==> config.mk <==
export PLATFORM = sky130hd
export DESIGN_NAME = apb_regbank_completer_flat
export DESIGN_NICKNAME = d
export VERILOG_FILES = /design/src/rtl/apb_regbank_completer_if.sv /design/src/rtl/apb_regbank_completer.sv /design/src/flat_wrapper.sv
export SDC_FILE = /design/constraint.sdc
export NUM_CORES = 1
export LEC_CHECK = 0
export CAP_MARGIN = 20
export CORE_ASPECT_RATIO = 0.6
export CORE_MARGIN = 5
export CORE_UTILIZATION = 56
export CTS_CLUSTER_DIAMETER = 40
export DETAILED_ROUTE_END_ITERATION = 12
export PLACE_DENSITY = 0.77
export SLEW_MARGIN = 15
export SYNTH_ARGS = -nofsm -noshare
export SYNTH_HDL_FRONTEND = slang
export SYNTH_SLANG_ARGS = --single-unit
==> constraint.sdc <==
create_clock -name pclk -period 2.3 [get_ports pclk]
set_clock_uncertainty 0.2 [all_clocks]
set_input_delay 0.345 -clock pclk [delete_from_list [all_inputs] [get_ports pclk]]
set_output_delay 0.345 -clock pclk [all_outputs]
set_load 0.03 [all_outputs]
==> src/rtl/apb_regbank_completer_if.sv <==
// APB bus bundle between a requester (master) and the register-bank completer (slave).
interface apb_regbank_completer_if #(
  parameter int ADDR_WIDTH = 8,
  parameter int DATA_WIDTH = 32,
  parameter int STRB_WIDTH = DATA_WIDTH / 8
);
  logic [ADDR_WIDTH-1:0] paddr;
  logic                  psel;
  logic                  penable;
  logic                  pwrite;
  logic [DATA_WIDTH-1:0] pwdata;
  logic [STRB_WIDTH-1:0] pstrb;
  logic [2:0]            pprot;
  logic [DATA_WIDTH-1:0] prdata;
  logic                  pready;
  logic                  pslverr;

  modport master (
    output paddr, psel, penable, pwrite, pwdata, pstrb, pprot,
    input  prdata, pready, pslverr
  );

  modport slave (
    input  paddr, psel, penable, pwrite, pwdata, pstrb, pprot,
    output prdata, pready, pslverr
  );
endinterface

==> src/rtl/apb_regbank_completer.sv <==
// APB completer with NUM_REGS word registers, fixed wait states, byte-strobe writes
// and error responses for out-of-range addresses and unprivileged writes.
module apb_regbank_completer #(
  parameter int ADDR_WIDTH  = 8,
  parameter int DATA_WIDTH  = 32,
  parameter int STRB_WIDTH  = DATA_WIDTH / 8,
  parameter int NUM_REGS    = 16,
  parameter int WAIT_STATES = 1
) (
  input  logic                  pclk,
  input  logic                  presetn,
  apb_regbank_completer_if.slave apb
);
  localparam logic [1:0] S_IDLE   = 2'd0;
  localparam logic [1:0] S_ACCESS = 2'd1;
  localparam logic [1:0] S_DONE   = 2'd2;

  localparam int          IDXW = ADDR_WIDTH - 2;
  localparam int          RW   = (NUM_REGS > 1) ? $clog2(NUM_REGS) : 1;
  localparam logic [3:0]  WS   = 4'(WAIT_STATES);
  localparam int unsigned SW   = STRB_WIDTH;
  localparam int unsigned NR   = NUM_REGS;

  logic [1:0]            r_state;
  logic [3:0]            r_cnt;
  logic [IDXW-1:0]       r_idx;
  logic                  r_write;
  logic                  r_priv;
  logic [DATA_WIDTH-1:0] r_wdata;
  logic [STRB_WIDTH-1:0] r_strb;
  logic                  r_pready;
  logic                  r_pslverr;
  logic [DATA_WIDTH-1:0] r_prdata;
  logic [DATA_WIDTH-1:0] r_regs [NUM_REGS];

  logic                  w_setup;
  logic                  w_capture;
  logic [IDXW-1:0]       w_idx;
  logic                  w_write;
  logic                  w_priv;
  logic                  w_err;
  logic [DATA_WIDTH-1:0] w_rdata;
  logic [DATA_WIDTH-1:0] w_resp;
  logic                  w_unused;

  assign w_setup   = apb.psel & ~apb.penable;
  // A setup seen during the completion cycle is not a legal restart; it is ignored.
  assign w_capture = w_setup & ~((r_state == S_ACCESS) & r_pready);
  assign w_unused  = ^{apb.paddr[1:0], apb.pprot[2:1]};

  // Decode from the live bus when capturing (needed for zero wait states), else from the capture.
  always_comb begin
    w_idx   = w_capture ? apb.paddr[ADDR_WIDTH-1:2] : r_idx;
    w_write = w_capture ? apb.pwrite : r_write;
    w_priv  = w_capture ? apb.pprot[0] : r_priv;
    w_err   = (int'(w_idx) >= NUM_REGS) | (w_write & ~w_priv);
    w_rdata = r_regs[w_idx[RW-1:0]];
    w_resp  = (w_err | w_write) ? '0 : w_rdata;
  end

  always_ff @(posedge pclk or negedge presetn) begin
    if (!presetn) begin
      r_state   <= S_IDLE;
      r_cnt     <= '0;
      r_idx     <= '0;
      r_write   <= 1'b0;
      r_priv    <= 1'b0;
      r_wdata   <= '0;
      r_strb    <= '0;
      r_pready  <= 1'b0;
      r_pslverr <= 1'b0;
      r_prdata  <= '0;
      for (int unsigned i = 0; i < NR; i++) r_regs[i] <= '0;
    end else begin
      r_pready  <= 1'b0;
      r_pslverr <= 1'b0;
      r_prdata  <= '0;
      case (r_state)
        S_ACCESS: begin
          if (r_pready) begin
            if (w_write && !w_err) begin
              for (int unsigned i = 0; i < SW; i++)
                if (r_strb[i]) r_regs[w_idx[RW-1:0]][8*i +: 8] <= r_wdata[8*i +: 8];
            end
            r_state <= S_DONE;
          end else if (!apb.psel) begin
            r_state <= S_IDLE;
          end else if (apb.penable) begin
            if (r_cnt != 4'd0) r_cnt <= r_cnt - 4'd1;
            if (r_cnt <= 4'd1) begin
              r_pready  <= 1'b1;
              r_pslverr <= w_err;
              r_prdata  <= w_resp;
            end
          end
        end
        default: r_state <= S_IDLE;
      endcase
      if (w_capture) begin
        r_state <= S_ACCESS;
        r_cnt   <= WS;
        r_idx   <= w_idx;
        r_write <= apb.pwrite;
        r_priv  <= apb.pprot[0];
        r_wdata <= apb.pwdata;
        r_strb  <= apb.pstrb;
        if (WS == 4'd0) begin
          r_pready  <= 1'b1;
          r_pslverr <= w_err;
          r_prdata  <= w_resp;
        end
      end
    end
  end

  assign apb.pready  = r_pready;
  assign apb.pslverr = r_pslverr;
  assign apb.prdata  = r_prdata;
endmodule

==> src/flat_wrapper.sv <==
// flat-port wrapper written by rule: the top's interface ports become plain ports
module apb_regbank_completer_flat 
#(
  parameter int ADDR_WIDTH  = 8,
  parameter int DATA_WIDTH  = 32,
  parameter int STRB_WIDTH  = DATA_WIDTH / 8,
  parameter int NUM_REGS    = 16,
  parameter int WAIT_STATES = 1
)
  (pclk, presetn, apb_paddr, apb_psel, apb_penable, apb_pwrite, apb_pwdata, apb_pstrb, apb_pprot, apb_prdata, apb_pready, apb_pslverr);
  apb_regbank_completer_if #(.ADDR_WIDTH(ADDR_WIDTH), .DATA_WIDTH(DATA_WIDTH), .STRB_WIDTH(STRB_WIDTH)) apb_i ();
  input  logic pclk;
  input  logic presetn;
  input wire logic [$bits(apb_i.paddr)-1:0] apb_paddr;
  input wire logic [$bits(apb_i.psel)-1:0] apb_psel;
  input wire logic [$bits(apb_i.penable)-1:0] apb_penable;
  input wire logic [$bits(apb_i.pwrite)-1:0] apb_pwrite;
  input wire logic [$bits(apb_i.pwdata)-1:0] apb_pwdata;
  input wire logic [$bits(apb_i.pstrb)-1:0] apb_pstrb;
  input wire logic [$bits(apb_i.pprot)-1:0] apb_pprot;
  output wire logic [$bits(apb_i.prdata)-1:0] apb_prdata;
  output wire logic [$bits(apb_i.pready)-1:0] apb_pready;
  output wire logic [$bits(apb_i.pslverr)-1:0] apb_pslverr;
  assign apb_i.paddr = apb_paddr;
  assign apb_i.psel = apb_psel;
  assign apb_i.penable = apb_penable;
  assign apb_i.pwrite = apb_pwrite;
  assign apb_i.pwdata = apb_pwdata;
  assign apb_i.pstrb = apb_pstrb;
  assign apb_i.pprot = apb_pprot;
  assign apb_prdata = apb_i.prdata;
  assign apb_pready = apb_i.pready;
  assign apb_pslverr = apb_i.pslverr;
  apb_regbank_completer #(.ADDR_WIDTH(ADDR_WIDTH), .DATA_WIDTH(DATA_WIDTH), .STRB_WIDTH(STRB_WIDTH), .NUM_REGS(NUM_REGS), .WAIT_STATES(WAIT_STATES)) u_core (.pclk(pclk), .presetn(presetn), .apb(apb_i));
endmodule
# == After elaboration in Yosys (flattened, before gate mapping) ==
# Index checks and enable logic that the tools add are counted.
# totals
ff_bits,596
elab_cells,111
# op_classes
n_addsub,1
order_cmp,4
n_eq_ne,3
mux,57
bitwise,10
reduce_logical,10
# ops
operator,count
$mux 512,13
$bwmux 512,4
$demux 32 s4,4
$mux 32,9
$bmux 32 s4,1
$mux 24,1
$mux 4,6
$mux 16,1
$mux 1,12
$mux 2,4
$mux 8,1
$reduce_bool 2->1,4
$ge 6x5->1 const B,1
$mux 6,1
$ge 5x5->1 const B,1
$lt 5x1->1 const B,1
$not 4->5,1
$reduce_and 5->1,1
$and 1x1->1,4
$le 4x1->1 const B,1
$ne 4x2->1 const B,1
$reduce_bool 4->1,1
$sub 4x1->4 const B,1
$not 1->1,3
other kinds (6),8

# == Logic depth before layout (Yosys ltp) ==
# logic_depth
word_depth,27
mapped_depth,10

# == Least setup slack after synthesis ==
# No wires, ideal clock.
# synth_timing
kind,flip-flop to flip-flop
start,register u_core.r_pready (netlist: u_core.apb.pready)
end,register u_core.r_regs[100] (netlist name)
arrival_ns,2.150
required_time_ns,1.975
slack_ns,-0.175
stages_incl_launch_ff,9
n_path_buf,2
period_less_slack_ns,2.475
cell_sequence,dfrtp_1 > nand3b_4 > inv_2 > or4_4 > and2_1 > buf_6 > buf_12 > nor2_8 > mux2_2
# synth_between
elab_chain_len,26
word_cells_on_any_way,39
# synth_rtl
element,line_no,rtl
"start, declared",apb_regbank_completer.sv:31,logic r_pready;
"start signal, assigned",apb_regbank_completer.sv:70,r_pready <= 1'b0;
"start signal, assigned",apb_regbank_completer.sv:75,r_pready <= 1'b0;
"start signal, assigned",apb_regbank_completer.sv:91,r_pready <= 1'b1;
$and 1x1->1,apb_regbank_completer.sv:48,assign w_capture = w_setup & ~((r_state == S_ACCESS) & r_pready);
$not 1->1,apb_regbank_completer.sv:48,
$and 1x1->1,apb_regbank_completer.sv:48,
$mux 6,apb_regbank_completer.sv:53,w_idx = w_capture ? apb.paddr[ADDR_WIDTH-1:2] : r_idx;
$not 4->5 (not written as such),apb_regbank_completer.sv:83,if (r_strb[i]) r_regs[w_idx[RW-1:0]][8*i +: 8] <= r_wdata[8*i +: 8];
$ge 5x5->1 (not written as such) / $lt 5x1->1 (equally long branches),apb_regbank_completer.sv:83,
$logic_and 1x1->1 (not written as such),apb_regbank_completer.sv:83,
$mux 8 (not written as such),apb_regbank_completer.sv:83,
(+10 left out),--,
$mux 512,apb_regbank_completer.sv:78,case (r_state)
$bwmux 512,apb_regbank_completer.sv:83,
$mux 512,apb_regbank_completer.sv:83,
$mux 512,apb_regbank_completer.sv:81,if (w_write && !w_err) begin
$mux 512,apb_regbank_completer.sv:80,if (r_pready) begin
$mux 512,apb_regbank_completer.sv:78,
$bwmux 512,apb_regbank_completer.sv:83,
$mux 512,apb_regbank_completer.sv:83,
"end signal, assigned by index",apb_regbank_completer.sv:83,
"end, declared",apb_regbank_completer.sv:34,logic [DATA_WIDTH-1:0] r_regs [NUM_REGS];
# Parallel ways exist; a longest one is shown, timed or not. The select of a mux whose other input is x is not followed.
# A chain may end at the register's enable or synchronous reset.

# == Worst setup path after layout ==
# layout_timing
start,register u_core.r_pready (netlist: u_core.apb.pready)
end,register u_core.r_prdata[25] (netlist: u_core.apb.prdata[25])
# layout_between
elab_chain_len,14
word_cells_on_any_way,21
# layout_rtl
element,line_no,rtl
branches (longest 12 deep; another with $ge 6x5->1),--,
$mux 32 (*),apb_regbank_completer.sv:80,
$mux 32 (*),apb_regbank_completer.sv:78,
"end signal, assigned",apb_regbank_completer.sv:93,r_prdata <= w_resp;
"end signal, assigned",apb_regbank_completer.sv:110,r_prdata <= w_resp;
"end, declared",apb_regbank_completer.sv:33,logic [DATA_WIDTH-1:0] r_prdata;
# Mark *: on every way between the ends. The select of a mux whose other input is x is not followed.

==> summary.txt <==
Status
  • Outcome: finished, violations left
  • Violated checks: negative setup slack

STA
  • Final number of max-transition violations: 0
  • Minimum period implied by the final worst setup slack: 2.74 ns
  • Fraction of the cycle the final worst path needs: 119%
  • Highest attainable clock frequency: 0.365 GHz
  • Final hold violation count: 0
  • Unrepaired setup endpoints after global routing: yes
  • Max-slew headroom: 46.0%
  • Worst-case setup margin in the final layout: -0.441 ns
  • Setup violators final: 538
  • Slew at the pin closest to its max-slew limit: 0.811 ns

Clocking
  • Insertion delay to the later sink of the worst-skew pair: 0.62 ns
  • Clock-pin slew on the worst setup and hold paths: 0.07 ns
  • Clock tree from TritonCTS: done
  • Maximum count of clock buffers along a single path: 3
  • Number of buffers inserted during clock tree synthesis: 56
  • Number of sinks driven by the clock tree: 596
  • Number of H-tree levels: 2
  • Buffer cell driving the clock tree root: sky130_fd_sc_hd__clkbuf_16

Pwr
  • Static Leak: 17.5 nW
  • Power density over the cells: 734 nW/µm²
  • VDD IR max: 0.785 mV
  • Tot Pwr: 0.0260 W

Final layout
  • Area growth from synthesis to layout: 33.3%
  • Final instance count without filler cells: 3137
  • Number of inserted diodes: 0
  • Fraction of layout instances using a drive strength above 1: 46.4%
  • Area used by sequential logic in the layout: 14900 µm²
  • Footprint of the multi-input gates: 12900 µm²
  • Summed area of non-filler cells in the final layout: 35400 µm²
  • Layout filler cell count: 2600
  • Net total in the final layout: 2516
  • Share of the core filled with cells in the final layout: 76.0%

Die
  • Full die area: 52100 µm²
  • Starting Density: 57.0%
  • Vertical extent of the die: 179 µm
  • Die extent in x: 291 µm
  • Core area: 46600 µm²
  • Total number of placement rows: 61
  • I/O pin count: 86

Critical path
  • Worst Path Required: 2.63 ns
  • Maximum fanout encountered on the critical timing path: 16
  • Setup crit end kind: register
  • Setup slack of the worst register-to-register path: -0.44 ns
  • Worst path arrival time: 3.07 ns
  • Crit start category: register
  • Setup Crit Path Kind: reg2reg

Yosys
  • Dominant combinational cell family by area after synthesis: multiplexers
  • Mean instance size in the synthesized netlist: 12.4 µm²
  • Simple-Gate Fraction of Synth Area: 8.57%
  • Distinct cell type count after synthesis: 47
  • Post-Synthesis Cells: 2151
  • Summed instance area of the synthesized netlist: 26600 µm²
  • Seq/Total Area, Yosys: 56.1%
  • Multiplexer fraction of the synthesized cell area: 21.7%
  • Area fraction in compound gates after synthesis: 10.3%
  • Synth Net Count: 2206
  • Share of Yosys cell area claimed by the top area cell type: 56.1%
  • Largest cells by area after synthesis: sky130_fd_sc_hd__dfrtp_1 (56%), sky130_fd_sc_hd__mux2_2 (22%), sky130_fd_sc_hd__a21oi_1 (4.8%)
  • XOR/XNOR Fraction of Synth Area: 0.0659%
  • Yosys synthesis warning count: 0
  • Post-synthesis share of cell area spent on full adders, half adders and majority gates: 0.141%
  • Library cell occupying the most area in the post-synthesis netlist: sky130_fd_sc_hd__dfrtp_1
  • Seq cells post-synth: 596

Place
  • Number of placed instances, taps included: 2962
  • Count of buffers inserted at the top-level ports: 81
  • Post-DP HPWL: 50.9 mm
  • Worst setup slack after placement: -1.03 ns
  • Last weighted congestion value of the routability-driven placer: 0.898
  • Placed cell area: 30400 µm²

Job
  • Count of maximum capacitance violations: 0

Routing
  • Via total after detailed routing: 21400
  • Number of vias per cell after detailed routing: 6.81
  • Routed WL: 90.7 mm
  • DRC violations left: 0
  • Length of the first detailed-routing pass in iterations: 8
  • Detail Route Antenna Nets: 0
  • Number of design-rule violations left by the first detailed-router iteration: 2601
  • Detail-routed net length per standard cell: 28.9 µm

Worst hold path
  • Worst hold-check path type: in2reg

Global routing
  • Number of antenna violations at the first check in global routing: 2
  • Vias in the first global route: 22000
  • Pin count of the biggest net entering global routing: 71
  • First-pass GRT wire length: 133 mm
  • Total global routing overflow: 0
  • Global router's overall resource usage: 32.9%
==> layout by cell type, fill, tap and decap left out, types with 12 or more instances in the layout <==
master and instances:
sky130_fd_sc_hd__nand3_4 31, sky130_fd_sc_hd__nor4_1 22, sky130_fd_sc_hd__mux2_4 234, sky130_fd_sc_hd__a21oi_1 229, sky130_fd_sc_hd__o21ai_1 29, sky130_fd_sc_hd__buf_12 82, sky130_fd_sc_hd__buf_6 57, sky130_fd_sc_hd__nor4_2 40
sky130_fd_sc_hd__a21oi_2 26, sky130_fd_sc_hd__clkbuf_16 59, sky130_fd_sc_hd__o21ai_0 30, sky130_fd_sc_hd__mux2_2 278, sky130_fd_sc_hd__o22ai_2 21, sky130_fd_sc_hd__clkbuf_8 12, sky130_fd_sc_hd__o22ai_1 137, sky130_fd_sc_hd__buf_4 186
sky130_fd_sc_hd__clkdlybuf4s50_1 77, sky130_fd_sc_hd__nand2_1 149, sky130_fd_sc_hd__and3_4 12, sky130_fd_sc_hd__dfrtp_1 595
==> final timing paths <==
path | from | end | cells past startpoint
setup / recovery | u_core.apb.pready$_DFF_PN0_ | u_core.apb.prdata[25]$_DFF_PN0_ | 11
hold / removal | apb_pwdata[5] | u_core.r_wdata[5]$_DFFE_PN0N_ | 3
setup reg to reg | u_core.apb.pready$_DFF_PN0_ | u_core.apb.prdata[25]$_DFF_PN0_ | 11
hold reg to reg | u_core.r_strb[1]$_DFFE_PN0N_ | u_core.r_strb[1]$_DFFE_PN0N_ | 2
max in group asynchronous | presetn | u_core.r_regs[249]$_DFFE_PN0P_ | 3
min in group asynchronous | presetn | u_core.apb.prdata[3]$_DFF_PN0_ | 2
==> stage by stage <==
stage,TNS (ns),hold WS (ns)
after CTS,-51.83,0.0550
final,-97.82,0.0645
after global placement,-362.06,0.130
after global routing,-121.92,0.0742
after detailed placement,-385.12,0.126
after floorplan,-3.30,-0.151
==> critical path: stages (launching register included) <==
cell and delay, ns:
sky130_fd_sc_hd__dfrtp_2 0.43, sky130_fd_sc_hd__nand3b_4 0.13, sky130_fd_sc_hd__inv_6 0.06, sky130_fd_sc_hd__buf_12 0.13, sky130_fd_sc_hd__o21ai_4 0.25, sky130_fd_sc_hd__buf_4 0.16
sky130_fd_sc_hd__buf_6 0.11, sky130_fd_sc_hd__buf_12 0.14, sky130_fd_sc_hd__a21oi_1 0.09, sky130_fd_sc_hd__nor4_1 0.50, sky130_fd_sc_hd__o22ai_1 0.14, sky130_fd_sc_hd__and4bb_1 0.30
==> final cells by class <==
type	count	area share, %
clock buffer	77	4.58
sequential	596	42.1
tap	630	2.22
timing repair buffer	421	13.6
clock inverter	27	0.950
inverter	7	0.0883
multi-input combinational	1379	36.5
==> metal layers <==
metal	share of wire [%]	vias up	GRT usage, %
met4	4.1	4	12.0
met3	12	356	8.70
met2	44	1569	49.8
met5	0.036	-	0
met1	40	10900	46.5
li1	-	8540	-
==> sequential cells by signal (all words and copies together), names as in the netlist <==
| name | count |
|---|---|
| u_core.r_regs | 512 |
| u_core.apb.prdata | 32 |
| u_core.r_wdata | 32 |
| u_core.r_idx | 6 |
| u_core.r_cnt | 4 |
| u_core.r_strb | 4 |
| u_core.r_state | 2 |
| u_core.apb.pready | 1 |
| u_core.apb.pslverr | 1 |
| u_core.r_priv | 1 |
| u_core.r_write | 1 |
==> cell usage after synthesis, drive strengths merged <==
library cell,number
clkbuf,83
nand2,158
o211ai,1
nor4bb,27
a21boi,1
o31ai,1
or4,1
nand2b,2
buf,87
nor4,65
o2111a,1
and2,10
nor2b,4
and4bb,5
nand3,45
o22ai,160
and2b,1
a21oi,257
and3,14
dfrtp,596
xor2,2
nor3,1
o21a,1
a211oi,2
nor2,24
nand4b,4
inv,7
ha,3
nand4,2
nand3b,3
mux2,512
o21ai,71
==> repair_timing <==
item                                   4_1_cts  5_1_grt
pin swaps                                   94       64
resized for setup                          454      126
hold buffers                                 1        0
buffers inserted                            60       20
setup endpoints to repair                  541      544
endpoints found under the hold margin      283        0
cloned                                      10        2
==> logic make-up (layout without fill, tap and decap cells) <==
family | after synthesis | in the layout
and+or+nand+nor | 366 | 367
buffers and inverters | 177 | 532
xor gates and xnor gates | 2 | 2
DFF | 596 | 596
muxes | 512 | 512
adders and majority gates | 3 | 3
AOI/OAI and AO/OA | 495 | 495
==> power breakdown <==
part | internal (W) | switching (W) | leakage, nW
clock | 0.00565 | 0.00428 | 0.965
combinational | 0.00219 | 0.00266 | 8.28
sequential | 0.0106 | 0.000564 | 8.25
total | 0.0185 | 0.00750 | 17.5
Power figures use the tool's default switching activity.
